$ cat src/rtl/ping_pong_ctrl.sv
// ping_pong_ctrl: write/read control around a two-bank ping-pong buffer.
// Upstream fills one bank while downstream drains the other.
module ping_pong_ctrl #(
  parameter int BIT_LENGTH = 64,
  parameter int DEPTH      = 16,
  localparam int AW        = $clog2(DEPTH)
) (
  input  logic                  clk,
  input  logic                  rst,
  input  logic                  s_valid,
  output logic                  s_ready,
  input  logic [BIT_LENGTH-1:0] s_data,
  input  logic                  s_last,
  output logic                  m_valid,
  input  logic                  m_ready,
  output logic [BIT_LENGTH-1:0] m_data,
  output logic                  m_last,
  output logic                  ena,
  output logic                  wea,
  output logic [AW-1:0]         addra,
  output logic [BIT_LENGTH-1:0] dina,
  output logic                  enb,
  output logic [AW-1:0]         addrb,
  input  logic [BIT_LENGTH-1:0] doutb,
  output logic                  ping_pong,
  output logic                  swap
);

  localparam logic [0:0] W_FILL   = 1'b0;
  localparam logic [0:0] W_FULL   = 1'b1;
  localparam logic [0:0] R_IDLE   = 1'b0;
  localparam logic [0:0] R_STREAM = 1'b1;

  localparam logic [AW-1:0] LAST_A = AW'(DEPTH - 1);
  localparam logic [AW-1:0] ONE_A  = AW'(1);
  localparam logic [AW:0]   ONE_L  = (AW + 1)'(1);

  logic [0:0]    w_state;
  logic [0:0]    r_state;
  logic [AW-1:0] wr_cnt;
  logic [AW:0]   wr_len;
  logic [AW:0]   rd_len;
  logic [AW:0]   rd_cnt;

  logic hs;
  logic close;
  logic swap_now;
  logic issue;
  logic room;
  logic rd_done;
  logic push;
  logic pop;

  logic inflight;
  logic infl_last;

  logic [BIT_LENGTH-1:0] f_data [2];
  logic [1:0]            f_last;
  logic                  f_wp;
  logic                  f_rp;
  logic [1:0]            f_cnt;
  logic [2:0]            occ;

  // ---------------- write side ----------------

  assign s_ready = (w_state == W_FILL);
  assign hs      = s_valid & s_ready;

  assign ena   = hs;
  assign wea   = hs;
  assign addra = wr_cnt;
  assign dina  = s_data;

  // A bank closes on its last slot or on an early s_last.
  assign close = hs & ((wr_cnt == LAST_A) | s_last);

  // Banks trade places only when the writer is done
  // and the reader has finished fetching its bank.
  assign swap_now = (w_state == W_FULL) &
                    (r_state == R_IDLE);

  // Write FSM: fill the write bank, then wait for a swap.
  always_ff @(posedge clk or posedge rst) begin
    if (rst) begin
      w_state <= W_FILL;
      wr_cnt  <= '0;
      wr_len  <= '0;
    end else if (swap_now) begin
      w_state <= W_FILL;
      wr_cnt  <= '0;
    end else if (hs) begin
      wr_cnt <= wr_cnt + ONE_A;
      if (close) begin
        wr_len  <= {1'b0, wr_cnt} + ONE_L;
        w_state <= W_FULL;
      end
    end
  end

  // Bank select and one-cycle swap pulse.
  always_ff @(posedge clk or posedge rst) begin
    if (rst) begin
      ping_pong <= 1'b0;
      swap      <= 1'b0;
    end else begin
      swap <= swap_now;
      if (swap_now) begin
        ping_pong <= ~ping_pong;
      end
    end
  end

  // ---------------- read side ----------------

  assign m_valid = (f_cnt != 2'd0);
  assign pop     = m_valid & m_ready;
  assign push    = inflight;

  // Slots the FIFO will hold once the pending
  // read lands; an issue now needs one free slot.
  assign occ  = {1'b0, f_cnt}
              + {2'b00, inflight}
              - {2'b00, pop};
  assign room = (occ < 3'd2);

  assign issue = (r_state == R_STREAM) &
                 (rd_cnt < rd_len) &
                 room;

  assign enb   = issue;
  assign addrb = rd_cnt[AW-1:0];

  // The bank is released once every address is
  // fetched and the last read has landed.
  assign rd_done = (r_state == R_STREAM) &
                   (rd_cnt == rd_len) &
                   ~inflight;

  // Read FSM: walk the read bank up to rd_len.
  always_ff @(posedge clk or posedge rst) begin
    if (rst) begin
      r_state <= R_IDLE;
      rd_len  <= '0;
      rd_cnt  <= '0;
    end else begin
      unique case (1'b1)
        swap_now: begin
          r_state <= R_STREAM;
          rd_len  <= wr_len;
          rd_cnt  <= '0;
        end
        rd_done: begin
          r_state <= R_IDLE;
        end
        issue: begin
          rd_cnt <= rd_cnt + ONE_L;
        end
        default: begin
          r_state <= r_state;
        end
      endcase
    end
  end

  // Track the read in flight and whether it is
  // the final word of the bank.
  always_ff @(posedge clk or posedge rst) begin
    if (rst) begin
      inflight  <= 1'b0;
      infl_last <= 1'b0;
    end else begin
      inflight  <= issue;
      infl_last <= issue & (rd_cnt == rd_len - ONE_L);
    end
  end

  // Output FIFO pointers, occupancy and last flags.
  always_ff @(posedge clk or posedge rst) begin
    if (rst) begin
      f_wp   <= 1'b0;
      f_rp   <= 1'b0;
      f_cnt  <= 2'd0;
      f_last <= 2'b00;
    end else begin
      if (push) begin
        f_wp         <= ~f_wp;
        f_last[f_wp] <= infl_last;
      end
      if (pop) begin
        f_rp <= ~f_rp;
      end
      f_cnt <= f_cnt + {1'b0, push} - {1'b0, pop};
    end
  end

  // Output FIFO payload; only valid slots are read.
  always_ff @(posedge clk) begin
    if (push) begin
      f_data[f_wp] <= doutb;
    end
  end

  assign m_data = f_data[f_rp];
  assign m_last = m_valid & f_last[f_rp];

endmodule

$ cat config.mk
export PLATFORM = sky130hd
export DESIGN_NAME = ping_pong_ctrl
export DESIGN_NICKNAME = d
export VERILOG_FILES = /design/src/rtl/ping_pong_ctrl.sv
export SDC_FILE = /design/constraint.sdc
export NUM_CORES = 1
export LEC_CHECK = 0
export CORE_ASPECT_RATIO = 1.5
export CORE_MARGIN = 1
export CORE_UTILIZATION = 39
export CTS_CLUSTER_SIZE = 12
export DETAILED_ROUTE_END_ITERATION = 12
export PLACE_DENSITY = 0.74
export SLEW_MARGIN = 20
export SYNTH_ARGS = -nofsm -noshare
export SYNTH_HDL_FRONTEND = slang
export SYNTH_SLANG_ARGS = --single-unit
$ cat constraint.sdc
create_clock -name clk -period 3.7 [get_ports clk]
set_input_delay 0.74 -clock clk [delete_from_list [all_inputs] [get_ports clk]]
set_output_delay 0.74 -clock clk [all_outputs]
set_load 0.02 [all_outputs]
==> metrics.log, run 1 <==
INFO  metric outcome = finished clean
INFO  metric drcViolationCount = 0
INFO  metric postRouteWirelength = 13500 µm
INFO  metric layout_worst_path_cycle_share = between 90% and 100%
INFO  metric timing.critical_path.required = ~3000 ps
INFO  metric post_synth_main_area_contributors = sky130_fd_sc_hd__edfxtp_1 (57%), sky130_fd_sc_hd__dfrtp_1 (12%), sky130_fd_sc_hd__mux2_2 (11%)
INFO  metric ys.flop_type = sky130_fd_sc_hd__edfxtp_1
INFO  metric die_h = 163 µm
INFO  metric cts_hold_buffers = 0
INFO  metric cp_slowest_cell = sky130_fd_sc_hd__fa_1
INFO  metric peakVddDrop = 0.000461 V
INFO  metric setup_repair_after_global_routing_missed_its_margin = false
INFO  metric yosysWarningCount = 0
INFO  metric largest_family_of_logic_cells_by_synthesized_area = multiplexers
INFO  metric drv_cap = 0
INFO  metric antenna_cells = 0
INFO  metric synth_area_leader_cell = sky130_fd_sc_hd__edfxtp_1
INFO  metric report.final.slew_viol_count = 0
INFO  metric synthDominantCellAreaShare = 57.2%
INFO  metric hpwl = 9490 µm
INFO  metric layout_min_cycle_time = 3560 ps
INFO  metric synth-simple-area-share = 3.46%
INFO  metric async_reset_ff_share = 19.5%
INFO  metric number_of_drc_markers_in_iteration_0 = 125
INFO  metric preCtsSetupSlack = -601 ps
INFO  metric avgViaCountPerCell = 4.88
INFO  metric synth_compound_gate_area_share = 3.24%
INFO  metric cts_tree = yes
INFO  metric syn_avg_cell_area = 16.1 µm²
INFO  metric clk_pin_slew = 70 ps
INFO  metric drt.antenna.violating_nets = 0
INFO  metric layout.nets = 667
INFO  metric finalSetupViolCount = 0
INFO  metric path_common_cell = sky130_fd_sc_hd__inv_2
INFO  metric grt_pass1_wl = roughly 20000 µm
INFO  metric worst_pin_slew = 611 ps
INFO  metric clock_sink_count = 159
INFO  metric max-clock-path-buffers = 2
INFO  metric synth.ff_latch_count = 159
INFO  metric critPathTopFamily = adder cells
INFO  metric via_count = around 3.6k
INFO  metric synthesized_area_fraction_occupied_by_xor_and_xnor_cells = 1.56%
INFO  metric core = 16800 µm²
INFO  metric cp_num_buf_inv = 4
INFO  metric top_usage_layer = met2
INFO  metric critical_path.cell_chain = nor2_2 > inv_2 > and2_4 > ha_4 > inv_2 > ha_4 > inv_2 > fa_1 > nand3b_1 > a211o_1 > nor2_4 > buf_6
INFO  metric layout-drive-gt1-share = 25.6%
INFO  metric critPathMaxFanout = 2
INFO  metric number_of_global_route_vias_before_repair = slightly below 4k
INFO  metric syn-num-nets = around 560
INFO  metric boundaryPins = 277
INFO  metric crit_type = flop to primary output
INFO  metric chipWidth = 109 µm
INFO  metric fp.dieArea = 17800 µm²
INFO  metric cts_made_buffers = 17
INFO  metric critical_path_arrival = between 2000 and 3000 ps
INFO  metric gr-usage-met2 = a little over a quarter
INFO  metric maxClockFrequency = between 0.2 and 0.3 GHz
INFO  metric timing.final.ws_setup = 139 ps
INFO  metric finalPower = 6.54 mW
INFO  metric startpoint_type = flop
INFO  metric clock_latency = 410 ps
INFO  metric netlist_area = roughly 6700 µm²
INFO  metric firstDrtPassIters = 4
INFO  metric cellPowerDensity = 756 nW/µm²
INFO  metric number_of_distinct_standard_cells_referenced_by_the_synthesized_netlist = 39
INFO  metric timing.slew.headroom = 59.3%
INFO  metric globalRouteTotalUtil = 15.4%
INFO  metric synthCells = 419
INFO  metric setup.worst_path.end_class = primary output
INFO  metric muxShareOfSynthArea = approximately 12%
INFO  metric synth_seq_area_share = 68.7%
INFO  metric grt.met3_usage = 6.20%
INFO  metric total_leakage_power = 3.12 nW
INFO  metric cts_root_buf = sky130_fd_sc_hd__clkbuf_16
INFO  metric synthToLayoutAreaGrowth = 28.6%
INFO  metric route.detailed.wl_per_inst = 18.0 µm
INFO  metric clock-skew-final = between 7 and 8 ps
INFO  metric hold_path_class = flop to flop
INFO  metric initial_utilization = 39.9%
INFO  metric grt_antenna_before_repair = 0
INFO  metric port_buffers = between 100 and 150
INFO  metric m1_gr_usage = 16.4%
INFO  metric grt_max_degree = 47
INFO  metric placement_rows = 58
INFO  metric fillcell_total = 1455
INFO  metric globalRoute.totalOverflow = 0
INFO  metric max_stage_delay = 500 ps
INFO  metric synth_edf_count = around 130
INFO  metric yosys.area_share.adder = 2.16%
INFO  metric finalHoldViolations = 0
INFO  metric htreeDepth = 4
INFO  metric gp_congestion = roughly 0.83
## metrics by stage
| stage | hold WS (ps) | setup TNS, ps | instances | cell area, µm² | util [%] |
|---|---|---|---|---|---|
| global placement | 463 | -502 | 711 | 8010 | 47.6 |
| detailed placement | 464 | -601 | 711 | 8010 | 47.6 |
| global route | 509 | 0 | 746 | 8650 | 51.4 |
| finish | 481 | 0 | 746 | 8650 | 51.4 |
| floorplan | 442 | 0 | 419 | 6730 | - |
| CTS | 483 | 0 | 745 | 8610 | 51.2 |
## what timing repair did
| item | in CTS | in global routing |
|---|---|---|
| pin swaps | 4 | 5 |
| buffers inserted | 2 | 1 |
| endpoints found under the setup margin | 1 | 1 |
| gates resized for setup | 10 | 5 |
## cells by family after synthesis
group	after synthesis
AOI/OAI and AO/OA	31
muxes	69
DFF	159
adders and majority gates	11
buffers and inverters	94
and+or+nand+nor	43
xor gates and xnor gates	12
## worst register-to-register path, cell delays in order (launching register included)
cell and delay (ps):
sky130_fd_sc_hd__dfrtp_1 400, sky130_fd_sc_hd__nor2_2 140, sky130_fd_sc_hd__inv_2 50, sky130_fd_sc_hd__and2_4 160, sky130_fd_sc_hd__ha_4 230, sky130_fd_sc_hd__inv_2 60
sky130_fd_sc_hd__ha_4 130, sky130_fd_sc_hd__inv_2 40, sky130_fd_sc_hd__fa_1 500, sky130_fd_sc_hd__nand3b_1 100, sky130_fd_sc_hd__buf_4 140, sky130_fd_sc_hd__buf_4 120
sky130_fd_sc_hd__a211oi_2 250, sky130_fd_sc_hd__a21oi_2 120, sky130_fd_sc_hd__a221o_1 350
## per-layer routing
layer / wire length (µm) / share of wire [%]
met1: 4960 / 37
met2: 6980 / 52
met3: 1250 / 9.3
met4: 272 / 2.0
met5: 0 / 0
## layout make-up
| class | instances | area [µm²] | share of cell area [%] |
|---|---|---|---|
| flip-flops and latches | 159 | 4620 | 53.4 |
| well taps | 210 | 263 | 3.04 |
| clock inverters | 15 | 155 | 1.79 |
| multi-input cells | 166 | 1520 | 17.5 |
| clock buffers | 17 | 425 | 4.92 |
| repair buffers | 163 | 1610 | 18.6 |
| inverters | 16 | 61.3 | 0.709 |
## synth_stat cells (3+ instances only)
cell type                  count
sky130_fd_sc_hd__xor2_1        5
sky130_fd_sc_hd__nor2b_1       3
sky130_fd_sc_hd__a21oi_1       4
sky130_fd_sc_hd__xnor2_1       7
sky130_fd_sc_hd__nand3_1       6
sky130_fd_sc_hd__mux2_2       68
sky130_fd_sc_hd__nand2_1      12
sky130_fd_sc_hd__edfxtp_1    128
sky130_fd_sc_hd__o21ai_0      14
sky130_fd_sc_hd__ha_1         10
sky130_fd_sc_hd__nor2_1        9
sky130_fd_sc_hd__and2_1        3
sky130_fd_sc_hd__dfrtp_1      31
sky130_fd_sc_hd__inv_1        15
sky130_fd_sc_hd__buf_4        69
sky130_fd_sc_hd__buf_2         7
## cells in the final DEF (no fill, tap or decap), drive strengths merged, types with 3 or more instances in the layout
cell / instances
xor2: 5
clkdlybuf4s50: 146
nand2: 12
clkbuf: 17
nor2: 10
nand3: 6
inv: 26
ha: 10
o21ai: 14
dfrtp: 31
xnor2: 7
edfxtp: 128
buf: 16
mux2: 68
nor2b: 3
a21oi: 6
clkinv: 5
and2: 3
## worst paths after layout
path / start / to / slack, ps / cells past startpoint
max in group asynchronous: rst / f_rp / 2670 / 3
min in group asynchronous: rst / addra[0] / 720 / 3
min reg2reg: wr_len[3] / rd_len[3] / 480 / 2
min: wr_len[3] / rd_len[3] / 480 / 2
max reg2reg: f_cnt[0] / rd_cnt[3] / 800 / 14
max: f_cnt[0] / enb / 140 / 12
## flip-flops by register name, indices dropped and copies added (netlist names)
| register | count |
|---|---|
| addra | 4 |
| inflight | 1 |
| infl_last | 1 |
| f_rp | 1 |
| f_last | 2 |
| rd_len | 5 |
| f_data | 128 |
| w_state | 1 |
| r_state | 1 |
| swap | 1 |
| f_wp | 1 |
| wr_len | 5 |
| f_cnt | 2 |
| rd_cnt | 5 |
| ping_pong | 1 |
## where the power goes
group | internal, mW | total, mW | leakage (nW) | switching [mW]
sequential | 2.23 | 2.44 | 1.55 | 0.210
clock | 0.906 | 1.68 | 0.289 | 0.777
combinational | 1.23 | 2.41 | 1.27 | 1.18
(Power assumes the default switching activity.)
==> run 2: changes to the inputs <==
--- a/config.mk
+++ b/config.mk
@@ -6,11 +6,11 @@
 export NUM_CORES = 1
 export LEC_CHECK = 0
 export CORE_ASPECT_RATIO = 1.5
-export CORE_MARGIN = 1
-export CORE_UTILIZATION = 39
+export CORE_MARGIN = 4
+export CORE_UTILIZATION = 40
 export CTS_CLUSTER_SIZE = 12
 export DETAILED_ROUTE_END_ITERATION = 12
-export PLACE_DENSITY = 0.74
+export PLACE_DENSITY = 0.72
 export SLEW_MARGIN = 20
 export SYNTH_ARGS = -nofsm -noshare
 export SYNTH_HDL_FRONTEND = slang
==> constraint.sdc (replaced) <==
create_clock -name clk -period 4.2 [get_ports clk]
set_input_delay 0.84 -clock clk [delete_from_list [all_inputs] [get_ports clk]]
set_output_delay 0.84 -clock clk [all_outputs]
set_load 0.02 [all_outputs]
==> run 2 against run 1 <==
Compared with the run above:
- clock power fell by 11%
- final area fell by 0.81%
- critical endpoint unchanged
- sequential share of layout area rose by 0.44 points
- highest routed layer is now met5
- core utilization rose by 1.2 points
- register-to-register slack improved by 440 ps
- critical path type is now input port to primary output
- largest power group unchanged
- first-iteration DRC count rose by 33%
==> metrics.log, run 2 (synthesis gave the netlist of run 1 again) <==
INFO  metric fp.dieArea = 19000 µm² (+6.8%)
INFO  metric reg2regPathDepth = 13 (-1)
INFO  metric drcViolationCount = 0 (unchanged)
INFO  metric grt_pass1_wl = 21700 µm (+6.2%)
INFO  metric critical_path_cell_count = 11 (-1)
INFO  metric peakVddDrop = 0.000362 V (-21%)
INFO  metric registers.top_by_ff_count = f_data
INFO  metric number_of_drc_markers_in_iteration_0 = 166 (+33%)
INFO  metric hold_depth = 1 (-1)
INFO  metric antenna_cells = 0 (unchanged)
INFO  metric port_buffers = 148 (unchanged)
INFO  metric chipWidth = 114 µm (+4.3%)
INFO  metric final_area = 8580 µm² (-0.81%)
INFO  metric layout.nets = 662 (-0.75%)
INFO  metric grt_antenna_before_repair = 0 (unchanged)
INFO  metric worst_pin_slew = 1010 ps (+402 ps)
INFO  metric route.detailed.wl_per_inst = 18.8 µm (+3.9%)
INFO  metric boundaryPins = 277 (unchanged)
INFO  metric post_cts.repair.setup_buffers = 0 (-2)
INFO  metric die_h = 167 µm (+2.4%)
INFO  metric p_int = 3.80 mW (-13%)
INFO  metric layout.cells.most_common = sky130_fd_sc_hd__clkdlybuf4s50_1
INFO  metric initial_utilization = 41.2% (+1.2 points)
INFO  metric layout-drive-gt1-share = 23.5% (-2.0 points)
INFO  metric globalRoute.totalOverflow = 0 (unchanged)
INFO  metric hold_path_class = flop to flop
INFO  metric cp_num_buf_inv = 4 (unchanged)
INFO  metric timing.slew.headroom = 32.5% (-27 points)
INFO  metric p_sw_share = 33.5% (+0.35 points)
INFO  metric outcome = finished clean
INFO  metric cts_hold_buffers = 0 (unchanged)
INFO  metric clock_sink_count = 159 (unchanged)
INFO  metric grt_max_degree = 67 (+43%)
INFO  metric avgViaCountPerCell = 4.92 (+0.86%)
INFO  metric setup.worst_path.end_class = primary output
INFO  metric finalSetupViolCount = 0 (unchanged)
INFO  metric critical_path.cell_chain = clkdlybuf4s50_1 > and2_1 > ha_1 > inv_1 > ha_1 > inv_1 > fa_1 > nand3b_1 > a211o_1 > nor2_4 > clkbuf_2
INFO  metric cts_tree = yes
INFO  metric drv_cap = 0 (unchanged)
INFO  metric gp_congestion = 0.783 (-6.1%)
INFO  metric total_leakage_power = 3.09 nW (-0.79%)
INFO  metric p_sw = 1.91 mW (-12%)
INFO  metric synthToLayoutAreaGrowth = 27.5%
INFO  metric layout_worst_path_cycle_share = 95.1%
INFO  metric critical_path_arrival = 3160 ps (+340 ps)
INFO  metric cts_made_buffers = 17 (unchanged)
INFO  metric timing.critical_path.required = 3360 ps (+400 ps)
INFO  metric critPathTopFamily = adder cells
INFO  metric max-clock-path-buffers = 2 (unchanged)
INFO  metric placement_rows = 57 (-1.7%)
INFO  metric setup_repair_after_global_routing_missed_its_margin = false
INFO  metric report.final.slew_viol_count = 0 (unchanged)
INFO  metric startpoint_type = input port
INFO  metric via_count = 3626 (-0.36%)
INFO  metric power.share.clock = 26.3% (+0.6 points)
INFO  metric htreeDepth = 4 (unchanged)
INFO  metric crit_type = input port to primary output
INFO  metric largest_reg_flops = 128 (unchanged)
INFO  metric clk_pin_slew = 70 ps (about the same)
INFO  metric globalRouteTotalUtil = 14.7% (-0.75 points)
INFO  metric max_stage_delay = 500 ps (about the same)
INFO  metric number_of_global_route_vias_before_repair = 3969 (+1.3%)
INFO  metric maxClockFrequency = 0.250 GHz
INFO  metric layout_min_cycle_time = 4000 ps
INFO  metric p_comb_share = 36.8% (about the same)
INFO  metric cellPowerDensity = 666 nW/µm² (-12%)
INFO  metric clock-skew-final = 13.1 ps (+5.99 ps)
INFO  metric seq_power_share = 36.9% (-0.4 points)
INFO  metric firstDrtPassIters = 4 (unchanged)
INFO  metric layout.core_utilization = 52.5% (+1.2 points)
INFO  metric core = 16300 µm² (-3.0%)
INFO  metric cts_root_buf = sky130_fd_sc_hd__clkbuf_16
INFO  metric placedInstanceArea = 7990 µm² (-0.25%)
INFO  metric finalHoldViolations = 0 (unchanged)
INFO  metric hpwl = 9770 µm (+2.9%)
INFO  metric clock_latency = 410 ps (about the same)
INFO  metric postRouteWirelength = 13800 µm (+2.7%)
INFO  metric cp_slowest_cell = sky130_fd_sc_hd__fa_1
INFO  metric critPathMaxFanout = 2 (unchanged)
INFO  metric layout_common_cells = sky130_fd_sc_hd__clkdlybuf4s50_1 (147), sky130_fd_sc_hd__edfxtp_1 (128), sky130_fd_sc_hd__mux2_2 (68)
INFO  metric drt.antenna.violating_nets = 0 (unchanged)
[run 2: cell types whose count changed in the layout (fill, tap and decap cells not counted), moves of 2 or more]
cell,change
sky130_fd_sc_hd__buf_4,-5
sky130_fd_sc_hd__ha_1,+2
sky130_fd_sc_hd__ha_4,-2
sky130_fd_sc_hd__inv_1,+3
sky130_fd_sc_hd__inv_2,-3
sky130_fd_sc_hd__inv_6,-2
[run 2: metrics by stage]
step                      worst slack (ps)  TNS (ps)  total power [mW]  cells  hold slack, ps
after detailed placement              -248      -248              4.27    705             471
after global routing                  83.5         0              6.01    737             520
final                                  204         0              5.71    737             481
after CTS                             13.6         0              5.80    737             488
after floorplan                        280         0              3.47    419             442
after global placement                -216      -216              4.23    705             467
[run 2: timing repair]
item,4_1_cts,5_1_grt
resized for setup,1,2
pin swaps,0,0
setup endpoints to repair,1,1
[run 2: metal layers]
layer,up-vias,share of wire [%],track usage (%)
met3,20,8.3,5.95
met2,165,51,24.5
met1,1777,39,17.1
li1,1662,-,-
met4,2,1.4,4.55
met5,-,0.25,1.60
[run 2: worst register-to-register path, stage by stage, from the launching register on]
cell	delay [ps]
sky130_fd_sc_hd__dfrtp_1	420
sky130_fd_sc_hd__nor2_1	150
sky130_fd_sc_hd__inv_1	70
sky130_fd_sc_hd__and2_1	180
sky130_fd_sc_hd__ha_1	300
sky130_fd_sc_hd__inv_1	60
sky130_fd_sc_hd__ha_1	130
sky130_fd_sc_hd__inv_1	50
sky130_fd_sc_hd__fa_1	500
sky130_fd_sc_hd__nand3b_1	110
sky130_fd_sc_hd__buf_4	150
sky130_fd_sc_hd__a211oi_2	260
sky130_fd_sc_hd__a21oi_2	130
sky130_fd_sc_hd__a221o_1	370
[run 2: final timing paths]
kind,from,endpoint,slack [ps]
setup / recovery,m_ready,enb,200
hold / removal,ping_pong,ping_pong,480
setup reg to reg,f_cnt[1],rd_cnt[2],1240
hold reg to reg,ping_pong,ping_pong,480
max in group asynchronous,rst,infl_last,2970
min in group asynchronous,rst,ping_pong,630
[run 2: power by group through the flow]
stage                     combinational [mW]  clock, mW  sequential, mW
after floorplan                         1.33          0            2.14
after global placement                  2.10          0            2.13
after detailed placement                2.13          0            2.14
after CTS                               2.14       1.55            2.11
after global routing                    2.26       1.62            2.13
final                                   2.10       1.50            2.11
[run 2: layout make-up]
| cell class | count | area (µm²) |
|---|---|---|
| Fill cell | 1331 | 7750 |
| Sequential cell | 159 | 4620 |
| Timing Repair Buffer | 158 | 1560 |
| Multi-Input combinational cell | 166 | 1490 |
| Clock buffer | 17 | 425 |
| Tap cell | 206 | 258 |
| Clock inverter | 15 | 163 |
| Inverter | 16 | 61.3 |
==> run 3: changes to the inputs <==
--- a/config.mk
+++ b/config.mk
@@ -11,6 +11,7 @@
 export CTS_CLUSTER_SIZE = 12
 export DETAILED_ROUTE_END_ITERATION = 12
 export PLACE_DENSITY = 0.72
+export SETUP_SLACK_MARGIN = 0.1
 export SLEW_MARGIN = 20
 export SYNTH_ARGS = -nofsm -noshare
 export SYNTH_HDL_FRONTEND = slang
==> run 3 against run 2 <==
Compared with the run above:
- sequential share of layout area stayed put
- power hardly changed
- clock power hardly changed
- sequential power hardly changed
- first-iteration DRC count is 1.2% lower
- core utilization stayed put
- non-clock buffer count stayed put
==> metrics.log, run 3 (synthesis gave the netlist of run 1 again) <==
INFO  metric outcome = finished clean
INFO  metric cts_tree = yes
INFO  metric peakVddDrop = 0.000362 V (about the same)
INFO  metric fp.dieArea = 19000 µm² (unchanged)
INFO  metric critPathTopFamily = adder cells
INFO  metric p_sw = 1.91 mW (about the same)
INFO  metric crit_type = input port to primary output
INFO  metric post_cts.repair.setup_buffers = 0 (unchanged)
INFO  metric gp_congestion = 0.783 (unchanged)
INFO  metric setup.worst_path.end_class = primary output
INFO  metric layout_common_cells = sky130_fd_sc_hd__clkdlybuf4s50_1 (147), sky130_fd_sc_hd__edfxtp_1 (128), sky130_fd_sc_hd__mux2_2 (68)
INFO  metric hold_path_class = flop to flop
INFO  metric die_h = 167 µm (unchanged)
INFO  metric max-clock-path-buffers = 2 (unchanged)
INFO  metric antenna_cells = 0 (unchanged)
INFO  metric cts_root_buf = sky130_fd_sc_hd__clkbuf_16
INFO  metric critical_path.cell_chain = clkdlybuf4s50_1 > and2_1 > ha_1 > inv_1 > ha_1 > inv_1 > fa_1 > nand3b_1 > a211o_1 > nor2_4 > buf_2
INFO  metric firstDrtPassIters = 4 (unchanged)
INFO  metric power.share.clock = 26.3% (about the same)
INFO  metric critPathMaxFanout = 2 (unchanged)
INFO  metric cp_slowest_cell = sky130_fd_sc_hd__fa_1
INFO  metric globalRoute.totalOverflow = 0 (unchanged)
INFO  metric p_comb_share = 36.8% (about the same)
INFO  metric cp_num_buf_inv = 4 (unchanged)
INFO  metric critical_path_arrival = 3100 ps (-60 ps)
INFO  metric grt_antenna_before_repair = 0 (unchanged)
INFO  metric p_int = 3.80 mW (unchanged)
INFO  metric postRouteWirelength = 13800 µm (about the same)
INFO  metric number_of_drc_markers_in_iteration_0 = 164 (-1.2%)
INFO  metric avgViaCountPerCell = 4.91 (-0.11%)
INFO  metric maxClockFrequency = 0.254 GHz (+1.3%)
INFO  metric timing.slew.headroom = 32.5% (unchanged)
INFO  metric core = 16300 µm² (unchanged)
INFO  metric clock_sink_count = 159 (unchanged)
INFO  metric initial_utilization = 41.2% (unchanged)
INFO  metric grt_pass1_wl = 21700 µm (unchanged)
INFO  metric via_count = 3622 (-0.11%)
INFO  metric timing.critical_path.required = 3360 ps (about the same)
INFO  metric preCtsSetupSlack = -248 ps (unchanged)
INFO  metric route.detailed.wl_per_inst = 18.8 µm (about the same)
INFO  metric drv_cap = 0 (unchanged)
INFO  metric layout_min_cycle_time = 3940 ps (-51.3 ps)
INFO  metric finalHoldViolations = 0 (unchanged)
INFO  metric startpoint_type = input port
INFO  metric setup_repair_after_global_routing_missed_its_margin = false
INFO  metric port_buffers = 148 (unchanged)
INFO  metric total_leakage_power = 3.09 nW (about the same)
INFO  metric largest_reg_flops = 128 (unchanged)
INFO  metric clock_latency = 410 ps (about the same)
INFO  metric boundaryPins = 277 (unchanged)
INFO  metric cellPowerDensity = 666 nW/µm² (about the same)
INFO  metric final_cell_count_no_fill = 737 (unchanged)
INFO  metric grt_max_degree = 67 (unchanged)
INFO  metric clk_pin_slew = 70 ps (about the same)
INFO  metric registers.top_by_ff_count = f_data
INFO  metric max_stage_delay = 500 ps (about the same)
INFO  metric hpwl = 9770 µm (unchanged)
INFO  metric drt.antenna.violating_nets = 0 (unchanged)
INFO  metric number_of_global_route_vias_before_repair = 3969 (unchanged)
INFO  metric timing.final.ws_setup = 256 ps (+51.3 ps)
INFO  metric report.final.slew_viol_count = 0 (unchanged)
INFO  metric cts_made_buffers = 17 (unchanged)
INFO  metric place_inst = 705 (unchanged)
INFO  metric layout_worst_path_cycle_share = 93.9% (-1.2 points)
INFO  metric layout.cells.most_common = sky130_fd_sc_hd__clkdlybuf4s50_1
INFO  metric clock-skew-final = 13.1 ps (unchanged)
INFO  metric chipWidth = 114 µm (unchanged)
INFO  metric p_sw_share = 33.5% (about the same)
INFO  metric layout-drive-gt1-share = 23.5% (unchanged)
INFO  metric synthToLayoutAreaGrowth = 27.5% (unchanged)
INFO  metric seq_power_share = 36.9% (about the same)
INFO  metric globalRouteTotalUtil = 14.7% (unchanged)
INFO  metric finalSetupViolCount = 0 (unchanged)
INFO  metric layout.nets = 662 (unchanged)
INFO  metric drcViolationCount = 0 (unchanged)
INFO  metric placement_rows = 57 (unchanged)
INFO  metric worst_pin_slew = 1010 ps (unchanged)
INFO  metric htreeDepth = 4 (unchanged)
INFO  metric cts_hold_buffers = 0 (unchanged)
INFO  metric fillcell_total = 1331 (unchanged)
-- run 3: cell count changes in the layout (fill, tap and decap cells not counted), sizes merged --
cell    before  now
buf         10   11
clkbuf      18   17
-- run 3: cell type report --
type                    count  area, µm²  area share [%]
clock buffers              17        425            4.96
multi-input cells         166       1490            17.3
inverters                  16       61.3           0.715
well taps                 206        258            3.01
clock inverters            15        163            1.90
repair buffers            158       1560            18.2
flip-flops and latches    159       4620            53.9
-- run 3: layer usage --
metal / global-route usage, % / routed length (µm)
met5: 1.60 / 35
met4: 4.55 / 191
met3: 5.95 / 1150
met2: 24.5 / 7100
met1: 17.1 / 5340
-- run 3: worst paths after layout --
| kind | start | endpoint | slack, ps | cells past startpoint |
|---|---|---|---|---|
| setup reg to reg | f_cnt[1] | rd_cnt[2] | 1240 | 13 |
| hold / removal | ping_pong | ping_pong | 480 | 1 |
| min in group asynchronous | rst | ping_pong | 630 | 2 |
| max in group asynchronous | rst | infl_last | 2970 | 3 |
| hold reg to reg | ping_pong | ping_pong | 480 | 1 |
| setup / recovery | m_ready | enb | 260 | 11 |
-- run 3: power groups by stage --
| stage | Combinational, mW | Sequential [mW] | Clock [mW] |
|---|---|---|---|
| after floorplan | 1.33 | 2.14 | 0 |
| after global placement | 2.10 | 2.13 | 0 |
| after detailed placement | 2.13 | 2.14 | 0 |
| after CTS | 2.14 | 2.11 | 1.55 |
| after global routing | 2.26 | 2.13 | 1.62 |
| final | 2.10 | 2.11 | 1.50 |
-- run 3: worst register-to-register path, delay by kind of cell (launching register included) --
kind | cells | cell delay, ps
buffers and inverters | 4 | 330
and+or+nand+nor | 3 | 440
DFF | 1 | 420
AOI/OAI and AO/OA | 3 | 760
adders and majority gates | 3 | 930
-- run 3: through the flow --
stage          TNS (ps)  hold slack, ps  power, mW  util [%]  instance area [µm²]
6_report              0             481       5.71      52.5                 8580
5_1_grt               0             520       6.01      52.5                 8580
4_1_cts               0             488       5.80      52.6                 8580
3_5_place_dp       -248             471       4.27      48.9                 7990
3_3_place_gp       -216             467       4.23      48.9                 7990
2_1_floorplan         0             442       3.47         -                 6730
-- run 3: repair_timing --
action,4_1_cts,5_1_grt
pin swaps,1,0
gates cloned,0,0
gates resized for setup,3,1
endpoints found under the setup margin,1,1
